`config.mk`:
```
export PLATFORM = sky130hd
export DESIGN_NAME = sim_mem_preload_ctrl_flat
export DESIGN_NICKNAME = d
export VERILOG_FILES = /design/src/rtl/sim_mem_preload_ctrl_if.sv /design/src/rtl/sim_mem_preload_ctrl.sv /design/src/flat_wrapper.sv
export SDC_FILE = /design/constraint.sdc
export NUM_CORES = 1
export LEC_CHECK = 0
export ABC_CLOCK_PERIOD_IN_PS = 3600
export BUFFER_PORTS_ARGS = -buffer_cell sky130_fd_sc_hd__clkbuf_2
export CORE_AREA = 2 2 230 232
export DETAILED_ROUTE_END_ITERATION = 8
export DIE_AREA = 0 0 232 234
export GPL_TIMING_DRIVEN = 0
export PLACE_DENSITY_LB_ADDON = 0.1
export SKIP_CTS_REPAIR_TIMING = 1
export SYNTH_ARGS = -nofsm -noshare
export SYNTH_HDL_FRONTEND = slang
export SYNTH_SLANG_ARGS = --single-unit
```
`constraint.sdc`:
```
create_clock -name clk_i -period 3.6 [get_ports clk_i]
set_input_delay 0.18 -clock clk_i [delete_from_list [all_inputs] [get_ports clk_i]]
set_output_delay 0.18 -clock clk_i [all_outputs]
set_load 0.01 [all_outputs]
```
`src/rtl/sim_mem_preload_ctrl_if.sv`:
```
// Bus bundle for the preload controller: loader stream, core memory port and
// the single SRAM port. The controller uses the slave view; the surrounding
// environment (loader, core, SRAM) uses the master view.
interface sim_mem_preload_ctrl_if #(
  parameter int unsigned AddrWidth = 64,
  parameter int unsigned IdxW      = 25
);
  // ELF preload stream
  logic                 load_valid;
  logic                 load_ready;
  logic [AddrWidth-1:0] load_addr;
  logic [63:0]          load_data;
  logic                 load_last;

  // Core request/response port
  logic                 core_req;
  logic                 core_we;
  logic [AddrWidth-1:0] core_addr;
  logic [63:0]          core_wdata;
  logic [7:0]           core_be;
  logic                 core_gnt;
  logic                 core_rvalid;
  logic [63:0]          core_rdata;

  // Single SRAM port, word addressed, 1-cycle read latency
  logic                 sram_req;
  logic                 sram_we;
  logic [IdxW-1:0]      sram_addr;
  logic [63:0]          sram_wdata;
  logic [7:0]           sram_be;
  logic [63:0]          sram_rdata;

  modport slave (
    input  load_valid, load_addr, load_data, load_last,
    output load_ready,
    input  core_req, core_we, core_addr, core_wdata, core_be,
    output core_gnt, core_rvalid, core_rdata,
    output sram_req, sram_we, sram_addr, sram_wdata, sram_be,
    input  sram_rdata
  );

  modport master (
    output load_valid, load_addr, load_data, load_last,
    input  load_ready,
    output core_req, core_we, core_addr, core_wdata, core_be,
    input  core_gnt, core_rvalid, core_rdata,
    input  sram_req, sram_we, sram_addr, sram_wdata, sram_be,
    output sram_rdata
  );
endinterface

```
`src/rtl/sim_mem_preload_ctrl.sv`:
```
// Simulation bring-up memory controller. Owns the SRAM port: first streams an
// ELF image into SRAM with the core held in reset, then releases the core and
// forwards its requests. Watches tohost writes and a RUN-cycle watchdog to
// report the end of simulation on exit_o.
module sim_mem_preload_ctrl #(
  parameter int unsigned NumWords    = 2**25,
  parameter int unsigned AddrWidth   = 64,
  parameter logic [63:0] TohostAddr  = 64'h8000_1000,
  parameter logic [30:0] TimeoutCode = 31'h7FFF_FFFF,
  localparam int unsigned IdxW       = $clog2(NumWords)
) (
  input  logic                         clk_i,
  input  logic                         rst_ni,
  input  logic                         preload_en_i,
  input  logic [63:0]                  max_cycles_i,
  sim_mem_preload_ctrl_if.slave        bus,
  output logic                         core_rst_no,
  output logic [31:0]                  exit_o,
  output logic                         timeout_o
);

  // Word index of tohost; addresses are compared on the index so any byte
  // offset inside the word and any aliasing upper bits still hit.
  localparam logic [IdxW-1:0] TohostIdx = TohostAddr[IdxW+2:3];

  typedef enum logic [2:0] {
    StIdle,
    StLoad,
    StRelease,
    StRun,
    StDone
  } state_e;

  state_e          state;
  state_e          next_state;

  logic [63:0]     cycle_count;
  logic            rvalid_q;
  logic            core_rst_q;
  logic            timeout_q;
  logic [31:0]     exit_q;

  logic            in_load;
  logic            in_run;
  logic            core_active;
  logic            load_fire;
  logic            core_fire;
  logic            tohost_hit;
  logic            wdog_expire;
  logic [IdxW-1:0] load_idx;
  logic [IdxW-1:0] core_idx;
  logic            unused_addr_bits;

  assign load_idx    = bus.load_addr[IdxW+2:3];
  assign core_idx    = bus.core_addr[IdxW+2:3];

  // Only the word-index bits of the byte addresses matter; the rest are
  // folded here so they are visibly consumed.
  assign unused_addr_bits = ^{bus.load_addr, bus.core_addr};

  assign in_load     = (state == StLoad);
  assign in_run      = (state == StRun);
  assign core_active = (state == StRun) || (state == StDone);
  assign load_fire   = in_load && bus.load_valid;
  assign core_fire   = core_active && bus.core_req;

  // Tohost is only recognised while running; once DONE the exit code is frozen.
  assign tohost_hit  = in_run && core_fire && bus.core_we &&
                       (core_idx == TohostIdx) &&
                       bus.core_be[0] && bus.core_wdata[0];

  assign wdog_expire = in_run && (max_cycles_i != 64'd0) &&
                       (cycle_count == max_cycles_i);

  // State register
  always_ff @(posedge clk_i or negedge rst_ni) begin
    if (!rst_ni) begin
      state <= StIdle;
    end else begin
      state <= next_state;
    end
  end

  // Next-state logic: IDLE is a single cycle, LOAD ends on the last beat,
  // RELEASE is one quiet SRAM cycle, RUN ends on tohost or watchdog.
  always_comb begin
    next_state = state;
    unique case (state)
      StIdle: begin
        next_state = preload_en_i ? StLoad : StRelease;
      end
      StLoad: begin
        if (load_fire && bus.load_last) begin
          next_state = StRelease;
        end
      end
      StRelease: begin
        next_state = StRun;
      end
      StRun: begin
        if (tohost_hit || wdog_expire) begin
          next_state = StDone;
        end
      end
      StDone: begin
        next_state = StDone;
      end
      default: begin
        next_state = StIdle;
      end
    endcase
  end

  // Output logic: SRAM port mux (loader in LOAD, core in RUN/DONE) and the
  // same-cycle handshakes. The bus is held at zero whenever nobody owns it.
  always_comb begin
    bus.load_ready = 1'b0;
    bus.core_gnt   = 1'b0;
    bus.sram_req   = 1'b0;
    bus.sram_we    = 1'b0;
    bus.sram_addr  = '0;
    bus.sram_wdata = '0;
    bus.sram_be    = '0;
    unique case (state)
      StLoad: begin
        bus.load_ready = 1'b1;
        if (bus.load_valid) begin
          bus.sram_req   = 1'b1;
          bus.sram_we    = 1'b1;
          bus.sram_addr  = load_idx;
          bus.sram_wdata = bus.load_data;
          bus.sram_be    = 8'hFF;
        end
      end
      StRun, StDone: begin
        bus.core_gnt = bus.core_req;
        if (bus.core_req) begin
          bus.sram_req   = 1'b1;
          bus.sram_we    = bus.core_we;
          bus.sram_addr  = core_idx;
          bus.sram_wdata = bus.core_wdata;
          bus.sram_be    = bus.core_be;
        end
      end
      default: begin
      end
    endcase
  end

  // Core reset is released on the edge that enters RUN and stays released.
  always_ff @(posedge clk_i or negedge rst_ni) begin
    if (!rst_ni) begin
      core_rst_q <= 1'b0;
    end else if (state == StRelease) begin
      core_rst_q <= 1'b1;
    end
  end

  // Every grant, read or write, gets a response one cycle later.
  always_ff @(posedge clk_i or negedge rst_ni) begin
    if (!rst_ni) begin
      rvalid_q <= 1'b0;
    end else begin
      rvalid_q <= core_fire;
    end
  end

  // Watchdog counter: counts RUN cycles only and saturates instead of wrapping.
  always_ff @(posedge clk_i or negedge rst_ni) begin
    if (!rst_ni) begin
      cycle_count <= '0;
    end else if (in_run && (cycle_count != '1)) begin
      cycle_count <= cycle_count + 64'd1;
    end
  end

  // Exit reporting: tohost has priority over a simultaneous watchdog expiry,
  // and both triggers are gated to RUN so the result is sticky.
  always_ff @(posedge clk_i or negedge rst_ni) begin
    if (!rst_ni) begin
      exit_q    <= '0;
      timeout_q <= 1'b0;
    end else if (tohost_hit) begin
      exit_q    <= bus.core_wdata[31:0];
    end else if (wdog_expire) begin
      exit_q    <= {TimeoutCode, 1'b1};
      timeout_q <= 1'b1;
    end
  end

  assign bus.core_rvalid = rvalid_q;
  assign bus.core_rdata  = rvalid_q ? bus.sram_rdata : '0;
  assign core_rst_no     = core_rst_q;
  assign exit_o          = exit_q;
  assign timeout_o       = timeout_q;

endmodule
```
`src/flat_wrapper.sv`:
```
// flat-port wrapper written by rule: the top's interface ports become plain ports
module sim_mem_preload_ctrl_flat 
#(
  parameter int unsigned NumWords    = 2**25,
  parameter int unsigned AddrWidth   = 64,
  parameter logic [63:0] TohostAddr  = 64'h8000_1000,
  parameter logic [30:0] TimeoutCode = 31'h7FFF_FFFF,
  localparam int unsigned IdxW       = $clog2(NumWords)
)
  (clk_i, rst_ni, preload_en_i, max_cycles_i, core_rst_no, exit_o, timeout_o, bus_load_valid, bus_load_addr, bus_load_data, bus_load_last, bus_load_ready, bus_core_req, bus_core_we, bus_core_addr, bus_core_wdata, bus_core_be, bus_core_gnt, bus_core_rvalid, bus_core_rdata, bus_sram_req, bus_sram_we, bus_sram_addr, bus_sram_wdata, bus_sram_be, bus_sram_rdata);
  sim_mem_preload_ctrl_if #(.AddrWidth(AddrWidth)) bus_i ();
  input  logic clk_i;
  input  logic rst_ni;
  input  logic preload_en_i;
  input  logic [63:0] max_cycles_i;
  output logic core_rst_no;
  output logic [31:0] exit_o;
  output logic timeout_o;
  input wire logic [$bits(bus_i.load_valid)-1:0] bus_load_valid;
  input wire logic [$bits(bus_i.load_addr)-1:0] bus_load_addr;
  input wire logic [$bits(bus_i.load_data)-1:0] bus_load_data;
  input wire logic [$bits(bus_i.load_last)-1:0] bus_load_last;
  output wire logic [$bits(bus_i.load_ready)-1:0] bus_load_ready;
  input wire logic [$bits(bus_i.core_req)-1:0] bus_core_req;
  input wire logic [$bits(bus_i.core_we)-1:0] bus_core_we;
  input wire logic [$bits(bus_i.core_addr)-1:0] bus_core_addr;
  input wire logic [$bits(bus_i.core_wdata)-1:0] bus_core_wdata;
  input wire logic [$bits(bus_i.core_be)-1:0] bus_core_be;
  output wire logic [$bits(bus_i.core_gnt)-1:0] bus_core_gnt;
  output wire logic [$bits(bus_i.core_rvalid)-1:0] bus_core_rvalid;
  output wire logic [$bits(bus_i.core_rdata)-1:0] bus_core_rdata;
  output wire logic [$bits(bus_i.sram_req)-1:0] bus_sram_req;
  output wire logic [$bits(bus_i.sram_we)-1:0] bus_sram_we;
  output wire logic [$bits(bus_i.sram_addr)-1:0] bus_sram_addr;
  output wire logic [$bits(bus_i.sram_wdata)-1:0] bus_sram_wdata;
  output wire logic [$bits(bus_i.sram_be)-1:0] bus_sram_be;
  input wire logic [$bits(bus_i.sram_rdata)-1:0] bus_sram_rdata;
  assign bus_i.load_valid = bus_load_valid;
  assign bus_i.load_addr = bus_load_addr;
  assign bus_i.load_data = bus_load_data;
  assign bus_i.load_last = bus_load_last;
  assign bus_load_ready = bus_i.load_ready;
  assign bus_i.core_req = bus_core_req;
  assign bus_i.core_we = bus_core_we;
  assign bus_i.core_addr = bus_core_addr;
  assign bus_i.core_wdata = bus_core_wdata;
  assign bus_i.core_be = bus_core_be;
  assign bus_core_gnt = bus_i.core_gnt;
  assign bus_core_rvalid = bus_i.core_rvalid;
  assign bus_core_rdata = bus_i.core_rdata;
  assign bus_sram_req = bus_i.sram_req;
  assign bus_sram_we = bus_i.sram_we;
  assign bus_sram_addr = bus_i.sram_addr;
  assign bus_sram_wdata = bus_i.sram_wdata;
  assign bus_sram_be = bus_i.sram_be;
  assign bus_i.sram_rdata = bus_sram_rdata;
  sim_mem_preload_ctrl #(.NumWords(NumWords), .AddrWidth(AddrWidth), .TohostAddr(TohostAddr), .TimeoutCode(TimeoutCode)) u_core (.clk_i(clk_i), .rst_ni(rst_ni), .preload_en_i(preload_en_i), .max_cycles_i(max_cycles_i), .bus(bus_i), .core_rst_no(core_rst_no), .exit_o(exit_o), .timeout_o(timeout_o));
endmodule
```
==> metrics, run 1 <==
CTS H-tree lvls=3; internal power contribution=0.00216 W; Total Negative Setup Slacks=0 ps; Most Used Layer, Global Route=met2; Worst Path Arrival=3060 ps; cell area after placement=10700 um2; top achievable clock speed=308 MHz; met2 GRT Util=28.5%; share of power burned in the clock network=34.3%; Syn. warnings=0; worst min-delay path category=input pin to register; final number of hold-violating endpoints=0; Slew Viols, Final=0; global-route track usage on met1=24.9%; grt total ovfl=0; sink count of the clock tree=102; leakage power figure=5.79 nW; Pre-Repair DR Iteration Count=4; number of antenna violations at the first check in global routing=9; maximum fanout encountered on the critical timing path=10; share of synthesized area occupied by flip-flops and latches=35.5%; number of global-route vias before repair=8354; post-detail-place hpwl=45500 um; fraction of layout cells with a size suffix above 1=44.9%; chain of cells forming the critical path=buf_2 -> nor3b_1 -> and2_1 -> clkbuf_1 -> clkbuf_2 -> clkbuf_2 -> a22o_1 -> clkbuf_2; worst setup path category=register to primary output; number of endpoints failing setup at the final stage=0; DRT antenna net count=0; post-route cell area=11000 um2; Crit path buffers/inverters=5; Cell Area, Synth=7190 um2; reported max-cap violation count=0; cell chosen for the clock root=clkbuf_16; area delta synth->final=53.4%; clk_skew=11.4 ps; initial core utilization=13.8%; pin count of the biggest net entering global routing=55; number of nets in the layout=1721; worst-skew pair later-pin latency=370 ps; Final min period=3240 ps; net switching fraction of the power=32.6%; CP endpoint kind=primary output; die outline area=54300 um2; synthesized netlist net count=1188; Req. time, crit path=3420 ps; switching power of the nets=0.00105 W; mean area per synthesized cell=9.13 um2; met3 Use GR=5.63%; Remaining DRCs=0; total routing resource utilization after global routing=18.5%; Final WS setup=356 ps; TritonCTS clock tree=yes; worst slew pin tran=1120 ps; total number of vias=8338; crit-path most repeated cell=clkbuf_2; wire length per cell=25.8 um; Critical-path top delay cell=clkbuf_1; drt first-iter violations=496; Clock Path Buffers=2; drt via density=4.13; Distinct cells, synth=40; status=finished, final reports clean; RSZ-0062 raised after global routing=no; placeable core area=52000 um2; Power Total=0.00321 W; flops & latches, synth=102; clock buffer count from CTS=9; # port buffers=520; clock transition at the registers of the reported paths=80 ps; global-route wire length before repair=69000 um; combinational share of power=25.8%; most common library cell in the layout ignoring fill and taps=clkbuf_2; pre-CTS worst setup slack=346 ps; critical path startpoint category=register; cell count after synthesis=788; placer congestion estimate=1.10; highest cell delay on the worst timing path=510 ps; die span in x=232 um; portion of total power attributed to sequential cells=39.9%; IR drop worst, VDD=0.198 mV; row count=84; flop2flop setup slack=620 ps; pwr/cell area=291 nW/um2; wire length after detailed routing=52100 um; num ports=599; vertical die dimension=234 um; period utilization=90.1%; most frequent cells in the layout=clkbuf_2, dfrtp_1, xnor2_1; headroom to the max-slew limit=24.5%; kind of cell adding the most delay to the critical path=buffers and inverters
==> sequential cells by signal, indices dropped and copies added (netlist names) <==
register / cells
u_core.bus.core_rvalid: 1
u_core.core_rst_no: 1
u_core.cycle_count: 64
u_core.exit_o: 32
u_core.state: 3
u_core.timeout_o: 1
==> cells by family after synthesis <==
| group | count (synthesis) | share of synthesized area, % |
|---|---|---|
| DFF | 102 | 35.5 |
| adders and majority gates | 1 | 0.174 |
| AOI/OAI and AO/OA | 104 | 12.4 |
| and+or+nand+nor | 395 | 32.7 |
| xor gates and xnor gates | 127 | 15.5 |
| buffers and inverters | 59 | 3.86 |
==> worst paths after layout <==
| kind | from | to | depth (start not counted) |
|---|---|---|---|
| worst max-delay path | u_core.state[1]$_DFFE_PN0P_ | bus_sram_wdata[1] | 8 |
| worst min-delay path | bus_core_wdata[29] | u_core.exit_o[29]$_DFFE_PN0P_ | 3 |
| worst max register to register | u_core.cycle_count[17]$_DFFE_PN0P_ | u_core.state[0]$_DFFE_PN0P_ | 6 |
| worst min register to register | u_core.timeout_o$_DFFE_PN0P_ | u_core.timeout_o$_DFFE_PN0P_ | 1 |
| max in group asynchronous | rst_ni | u_core.cycle_count[63]$_DFFE_PN0P_ | 3 |
| min in group asynchronous | rst_ni | u_core.cycle_count[2]$_DFFE_PN0P_ | 2 |
==> power groups by stage <==
stage / clock, W / combinational [W] / sequential (W)
floorplan: 0 / 0.000316 / 0.00127
detailed placement: 0 / 0.000830 / 0.00130
finish: 0.00110 / 0.000828 / 0.00128
global route: 0.00118 / 0.000894 / 0.00129
global placement: 0 / 0.000831 / 0.00130
CTS: 0.00116 / 0.000837 / 0.00128
==> cell type report <==
type	instances	area, um2
diodes	7	17.5
plain buffers	54	262
clock buffers	9	225
clock inverters	5	83.8
fillers	5884	41000
inverters	5	18.8
multi-input cells	627	4360
flip-flops and latches	102	2550
well taps	688	861
repair buffers	522	2650
==> worst reg2reg max path, stage by stage (launching register included) <==
cell	delay [ps]
dfrtp_1	470
xnor2_1	310
nand4_1	160
nor4_1	460
nand4_1	270
nor4_1	1010
o22ai_1	130
==> per-layer routing <==
metal	part of all wire, %	vias up	wire (um)
met5	0.025	-	13
met4	1.8	2	929
met3	7.2	31	3750
met2	45	332	23400
met1	46	4041	24000
li1	-	3932	-
==> through the flow <==
stage	instances	util, %	hold WS [ps]
after floorplan	788	-	-116
after global placement	1996	20.5	427
after detailed placement	1997	20.6	199
after CTS	2011	21.1	-210
after global routing	2017	21.2	46.8
final	2019	21.2	47.7
==> Yosys cell counts, drive strengths merged <==
cell type	n	share of area, %
a21o	8	0.84
clkbuf	37	1.9
a21oi	2	0.14
a311oi	1	0.12
nor3b	4	0.49
or3	4	0.35
nor4	38	3.7
ha	1	0.17
nor3	24	1.7
nand4	46	4.0
or4	2	0.26
o21ai	1	0.12
nor2	11	0.57
o22ai	1	0.087
o21a	2	0.21
a22o	89	11
dfrtp	102	35
nor4b	1	0.12
and3	20	1.7
buf	17	1.7
nand3b	2	0.21
or2	3	0.26
and4	11	1.3
xnor2	96	12
nand3	65	6.6
nand2b	2	0.17
inv	5	0.26
nand2	90	4.8
xor2	31	3.8
and2	70	6.1
and3b	1	0.12
nand4b	1	0.12
Note: power is estimated with default switching activity, not from simulation.
==> inputs of run 2 (changes only) <==
--- a/config.mk
+++ b/config.mk
@@ -7,10 +7,11 @@
 export LEC_CHECK = 0
 export ABC_CLOCK_PERIOD_IN_PS = 3600
 export BUFFER_PORTS_ARGS = -buffer_cell sky130_fd_sc_hd__clkbuf_2
-export CORE_AREA = 2 2 230 232
+export CELL_PAD_IN_SITES_DETAIL_PLACEMENT = 1
+export CELL_PAD_IN_SITES_GLOBAL_PLACEMENT = 1
+export CORE_AREA = 2 2 235 237
 export DETAILED_ROUTE_END_ITERATION = 8
-export DIE_AREA = 0 0 232 234
-export GPL_TIMING_DRIVEN = 0
+export DIE_AREA = 0 0 237 239
 export PLACE_DENSITY_LB_ADDON = 0.1
 export SKIP_CTS_REPAIR_TIMING = 1
 export SYNTH_ARGS = -nofsm -noshare
==> run 2 against run 1 <==
Compared with the run above: clock-buffer cell count stayed put; largest power group unchanged; worst setup slack better by 450 ps; critical path depth is 1 lower; cell count is 1.2% lower; routed wire length is 7.4% lower; maximum frequency is 16% higher; first-iteration DRC count is 36% lower; die area is 4.3% higher.
==> metrics, run 2 (synthesis results as in run 1) <==
IR drop worst, VDD=0.298 mV (+50%); number of antenna violations at the first check in global routing=5 (-4); total number of vias=8138 (-2.4%); cell chosen for the clock root=clkbuf_16; hold-critical path endpoint=u_core.exit_o[27]$_DFFE_PN0P_; Pre-Repair DR Iteration Count=4 (unchanged); number of nets in the layout=1683 (-2.2%); CTS H-tree lvls=3 (unchanged); worst slew pin tran=876 ps (-247 ps); worst-skew pair later-pin latency=380 ps (about the same); switching power of the nets=0.00104 W (-0.48%); reg2reg end=u_core.exit_o[31]$_DFFE_PN0P_; most common library cell in the layout ignoring fill and taps=clkbuf_2; register with the highest flop count=u_core.cycle_count; reported max-cap violation count=0 (unchanged); # port buffers=520 (unchanged); RSZ-0062 raised after global routing=no; sink count of the clock tree=102 (unchanged); kind of cell adding the most delay to the critical path=simple AND/OR/NAND/NOR gates; global-route wire length before repair=67500 um (-2.1%); flop2flop setup slack=800 ps (+180 ps); worst setup path category=register to register; share of the core filled with cells=20.1% (-1.1 points); area delta synth->final=51.6%; combinational share of power=24.8% (-1.0 points); headroom to the max-slew limit=41.6% (+17 points); die outline area=56600 um2 (+4.3%); flip-flop count of the largest register, all copies and words added=64 (unchanged); most frequent cells in the layout=clkbuf_2, dfrtp_1, xnor2_1; TritonCTS clock tree=yes; Register-to-Register Path Depth=7 (+1); clk_skew=16.0 ps (+4.69 ps); placeable core area=54300 um2 (+4.4%); Worst Path Arrival=3030 ps (-30 ps); start of the worst register-to-register path=u_core.state[2]$_DFFE_PN0P_; worst min-delay path category=input pin to register; clock buffer count from CTS=9 (unchanged); initial core utilization=13.2% (-0.59 points); post-detail-place hpwl=41000 um (-9.9%); Crit path buffers/inverters=1 (-4); Slew Viols, Final=0 (unchanged); total routing resource utilization after global routing=16.7% (-1.8 points); final number of hold-violating endpoints=0 (unchanged); wire length per cell=24.2 um (-6.2%); share of power burned in the clock network=33.2% (-1.1 points); net switching fraction of the power=33.8% (+1.2 points); die span in x=237 um (+2.2%); placer congestion estimate=0.904 (-18%); period utilization=77.7% (-12 points); Clock Path Buffers=2 (unchanged); count of fill cells added during filler insertion=6523 (+11%); leakage power figure=5.77 nW (-0.35%); pwr/cell area=282 nW/um2 (-2.9%); Total Negative Setup Slacks=0 ps (unchanged); status=finished, final reports clean; Req. time, crit path=3830 ps (+410 ps); DRT antenna net count=0 (unchanged); pin count of the biggest net entering global routing=101 (+84%); highest cell delay on the worst timing path=470 ps (-40 ps); Remaining DRCs=0 (unchanged); Critical-path top delay cell=dfrtp_1; wire length after detailed routing=48200 um (-7.4%); crit-path most repeated cell=nand3_1; grt total ovfl=0 (unchanged); portion of total power attributed to sequential cells=42.0% (+2.1 points); top achievable clock speed=357 MHz (+16%); number of global-route vias before repair=8672 (+3.8%); num ports=599 (unchanged); pre-CTS worst setup slack=809 ps (+462 ps); chain of cells forming the critical path=nand3b_1 -> nor4b_1 -> nand3_1 -> nor3_4 -> or4_2 -> buf_4 -> nand3_1; worst hold path stage count=3 (unchanged); row count=86 (+2.4%); CP endpoint kind=register; internal power contribution=0.00204 W (-5.6%); drt first-iter violations=319 (-36%); critical path startpoint category=register; Final min period=2800 ps (-447 ps); Final WS setup=803 ps (+447 ps); clock transition at the registers of the reported paths=90 ps (about the same); Power Total=0.00308 W (-4.0%); vertical die dimension=239 um (+2.1%); fraction of layout cells with a size suffix above 1=46.5% (+1.6 points); number of endpoints failing setup at the final stage=0 (unchanged); startpoint of the tightest hold check path=bus_core_wdata[27]; drt via density=4.08 (-1.2%); maximum fanout encountered on the critical timing path=32 (+22)
run 2: cell types whose count changed in the layout (fill, tap and decap cells not counted), sizes merged:
cell / change
clkinv: +3
bufinv: -2
buf: +1
inv: +3
clkbuf: -39
diode: -5
clkinvlp: -2
run 2: worst max path at each step:
stage | from | to | depth (start not counted)
final | u_core.state[2]$_DFFE_PN0P_ | u_core.exit_o[31]$_DFFE_PN0P_ | 7
after global routing | u_core.state[2]$_DFFE_PN0P_ | u_core.exit_o[31]$_DFFE_PN0P_ | 7
after global placement | u_core.state[2]$_DFFE_PN0P_ | u_core.exit_o[31]$_DFFE_PN0P_ | 7
after floorplan | u_core.state[1]$_DFFE_PN0P_ | bus_sram_wdata[1] | 7
after detailed placement | u_core.state[2]$_DFFE_PN0P_ | u_core.exit_o[31]$_DFFE_PN0P_ | 7
after CTS | u_core.state[1]$_DFFE_PN0P_ | bus_sram_wdata[63] | 5
run 2: tightest hold or removal path, stage by stage:
cell and delay, ps:
clkbuf_2 90, nand2_1 60, nand3_2 60
run 2: final cells by class:
type                       count  area (um2)  area share, %
multi-input combinational    627        4380           40.2
inverter                       5        18.8          0.172
sequential                   102        2550           23.4
clock buffer                   9         225           2.07
antenna                        2        5.00         0.0459
tap                          704         881           8.08
timing repair buffer         538        2780           25.5
clock inverter                 7        62.6          0.574
run 2: power groups by stage:
| stage | clock [W] | sequential, W | combinational, W |
|---|---|---|---|
| 2_1_floorplan | 0 | 0.00127 | 0.000316 |
| 3_3_place_gp | 0 | 0.00132 | 0.000778 |
| 3_5_place_dp | 0 | 0.00132 | 0.000779 |
| 4_1_cts | 0.00109 | 0.00130 | 0.000781 |
| 5_1_grt | 0.00113 | 0.00131 | 0.000837 |
| 6_report | 0.00102 | 0.00129 | 0.000762 |
run 2: metal layers:
metal  vias to the layer above  track usage (%)  part of all wire [%]
li1                       3846                -                     -
met4                         4             3.30                   1.4
met5                         -                0                 0.056
met1                      3977             21.8                    44
met3                        25             3.70                   6.2
met2                       286             28.3                    48
run 2: metrics by stage:
stage,hold WS [ps],instances,instance area (um2)
floorplan,-116,788,7190
global route,27.2,1994,10900
finish,37.1,1994,10900
global placement,239,1975,10600
detailed placement,232,1975,10600
CTS,-190,1991,10900
==> inputs of run 3 (changes only) <==
--- a/config.mk
+++ b/config.mk
@@ -5,13 +5,13 @@
 export SDC_FILE = /design/constraint.sdc
 export NUM_CORES = 1
 export LEC_CHECK = 0
-export ABC_CLOCK_PERIOD_IN_PS = 3600
+export ABC_CLOCK_PERIOD_IN_PS = 2600
 export BUFFER_PORTS_ARGS = -buffer_cell sky130_fd_sc_hd__clkbuf_2
 export CELL_PAD_IN_SITES_DETAIL_PLACEMENT = 1
 export CELL_PAD_IN_SITES_GLOBAL_PLACEMENT = 1
-export CORE_AREA = 2 2 235 237
+export CORE_AREA = 2 2 236 238
 export DETAILED_ROUTE_END_ITERATION = 8
-export DIE_AREA = 0 0 237 239
+export DIE_AREA = 0 0 238 240
 export PLACE_DENSITY_LB_ADDON = 0.1
 export SKIP_CTS_REPAIR_TIMING = 1
 export SYNTH_ARGS = -nofsm -noshare
==> constraint.sdc (replaced) <==
create_clock -name clk_i -period 2.6 [get_ports clk_i]
set_input_delay 0.13 -clock clk_i [delete_from_list [all_inputs] [get_ports clk_i]]
set_output_delay 0.13 -clock clk_i [all_outputs]
set_load 0.01 [all_outputs]
==> run 3 against run 2 <==
Compared with the run above: the run now ends with hold timing left; critical path depth up 1; total power up 41%; hold slack worse by 38 ps; combinational power up 50%; die area up 0.84%; routed wire length up 3.8%; cell count up 2.7%; sequential power up 36%; register-to-register slack worse by 630 ps; first-iteration DRC count up 3.1%; via count up 2.3%; critical path type unchanged.
==> metrics, run 3 (synthesis results as in run 1) <==
vertical die dimension=240 um (+0.42%); wire length after detailed routing=50000 um (+3.8%); highest cell delay on the worst timing path=710 ps (+240 ps); worst setup path category=register to register; global-route wire length before repair=67800 um (+0.32%); kind of cell adding the most delay to the critical path=simple AND/OR/NAND/NOR gates; Total Negative Setup Slacks=0 ps (unchanged); number of endpoints failing setup at the final stage=0 (unchanged); period utilization=93.4% (+16 points); crit-path most repeated cell=nand4_1; drt first-iter violations=329 (+3.1%); number of standard cells in the layout, taps in and fillers out=2047 (+2.7%); post-detail-place hpwl=42800 um (+4.5%); fraction of layout cells with a size suffix above 1=48.0% (+1.5 points); maximum fanout encountered on the critical timing path=32 (unchanged); clock transition at the registers of the reported paths=80 ps (about the same); share of the core filled with cells=20.9% (+0.79 points); pwr/cell area=382 nW/um2 (+35%); Critical-path top delay cell=or4_2; num ports=599 (unchanged); chain of cells forming the critical path=xnor2_1 -> buf_4 -> nand4_1 -> nor4_1 -> nand4_1 -> or4_2 -> buf_12 -> nand2b_1; row count=86 (unchanged); pin count of the biggest net entering global routing=101 (unchanged); worst min-delay path category=input pin to register; Final min period=2430 ps (-368 ps); status=finished, violations left; total routing resource utilization after global routing=16.8% (+0.13 points); violated checks=hold timing; worst-skew pair later-pin latency=380 ps (about the same); total number of vias=8328 (+2.3%); CP endpoint kind=register; most frequent cells in the layout=clkbuf_2, dfrtp_1, xnor2_1; Crit path buffers/inverters=2 (+1); sink count of the clock tree=102 (unchanged); number of antenna violations at the first check in global routing=7 (+2); Worst Path Arrival=2740 ps (-290 ps); grt total ovfl=0 (unchanged); Req. time, crit path=2910 ps (-920 ps); Remaining DRCs=0 (unchanged); die outline area=57100 um2 (+0.84%); area delta synth->final=58.6%; Clock Path Buffers=2 (unchanged); flip-flop count of the largest register, all copies and words added=64 (unchanged); CTS H-tree lvls=3 (unchanged); clk_skew=13.3 ps (-2.74 ps); DRT antenna net count=0 (unchanged); placeable core area=54700 um2 (+0.59%); critical path startpoint category=register; number of global-route vias before repair=8723 (+0.59%); TritonCTS clock tree=yes; final number of hold-violating endpoints=1 (+1); Pre-Repair DR Iteration Count=4 (unchanged); die span in x=238 um (+0.42%); Slew Viols, Final=0 (unchanged); cell area after placement=11000 um2 (+3.6%); register with the highest flop count=u_core.cycle_count; top achievable clock speed=412 MHz (+15%); drt via density=4.07 (-0.31%); most common library cell in the layout ignoring fill and taps=clkbuf_2; IR drop worst, VDD=0.264 mV (-11%); leakage power figure=6.07 nW (+5.3%); placer congestion estimate=0.958 (+6.0%); number of instances in the placed design=2020 (+2.3%); reported max-cap violation count=0 (unchanged); RSZ-0062 raised after global routing=no; headroom to the max-slew limit=60.4% (+19 points); post-route cell area=11400 um2 (+4.6%); Power Total=0.00435 W (+41%); clock buffer count from CTS=9 (unchanged); cell chosen for the clock root=clkbuf_16; number of nets in the layout=1736 (+3.1%); worst hold slack=-1.01 ps (-38.1 ps); # port buffers=520 (unchanged); worst slew pin tran=589 ps (-287 ps); initial core utilization=13.2% (-0.078 points); wire length per cell=24.4 um (+1.1%)
run 3: changes by cell type in the layout (fill, tap and decap cells not counted), sizes merged, moves of 3 or more:
cell         previous run  this run
dlygate4sd3             1         8
clkbuf                528       531
buf                    18        63
inv                     9         5
run 3: through the flow:
stage	hold WS (ps)	setup WS, ps
6_report	-1.01	171
5_1_grt	2.75	43.7
4_1_cts	-353	3.08
3_5_place_dp	69.4	123
3_3_place_gp	68.8	48.7
2_1_floorplan	-166	397
run 3: area by class of cell:
type | count | area, um2
Fill cell | 6548 | 43300
Antenna cell | 3 | 7.51
Clock buffer | 11 | 243
Inverter | 5 | 18.8
Sequential cell | 102 | 2550
Clock inverter | 4 | 47.5
Timing Repair Buffer | 591 | 3270
Multi-Input combinational cell | 627 | 4380
Tap cell | 704 | 881
run 3: per-layer routing:
metal	wire, um	GRT usage, %	vias to the layer above
li1	-	-	3953
met1	22100	21.6	4028
met2	23500	28.1	310
met3	3430	4.42	33
met4	982	3.86	4
met5	22	0	-
run 3: worst register-to-register path: stages, from the launching register on:
cell and delay [ps]:
dfrtp_1 430, xnor2_1 170, buf_4 140, nand4_1 90, nor4_1 320, nand4_1 170, or4_2 710, buf_12 210
nand2b_1 150
run 3: worst paths after layout:
kind                       slack [ps]                          startpoint  cells past startpoint                                  to
min reg2reg                       480        u_core.timeout_o$_DFFE_PN0P_                      1        u_core.timeout_o$_DFFE_PN0P_
min in group asynchronous         200                              rst_ni                      2  u_core.cycle_count[19]$_DFFE_PN0P_
max in group asynchronous        1520                              rst_ni                      3         u_core.state[1]$_DFFE_PN0P_
min                                -1                  bus_core_wdata[28]                      3       u_core.exit_o[28]$_DFFE_PN0P_
max                               170  u_core.cycle_count[17]$_DFFE_PN0P_                      8        u_core.timeout_o$_DFFE_PN0P_
max reg2reg                       170  u_core.cycle_count[17]$_DFFE_PN0P_                      8        u_core.timeout_o$_DFFE_PN0P_
run 3: power breakdown:
part | leakage [nW] | total (W) | switching, W | internal (W)
Clock | 0.141 | 0.00145 | 0.000680 | 0.000767
Combinational | 4.54 | 0.00114 | 0.000599 | 0.000541
Sequential | 1.40 | 0.00176 | 0.000113 | 0.00165
Total | 6.07 | 0.00435 | 0.00139 | 0.00296
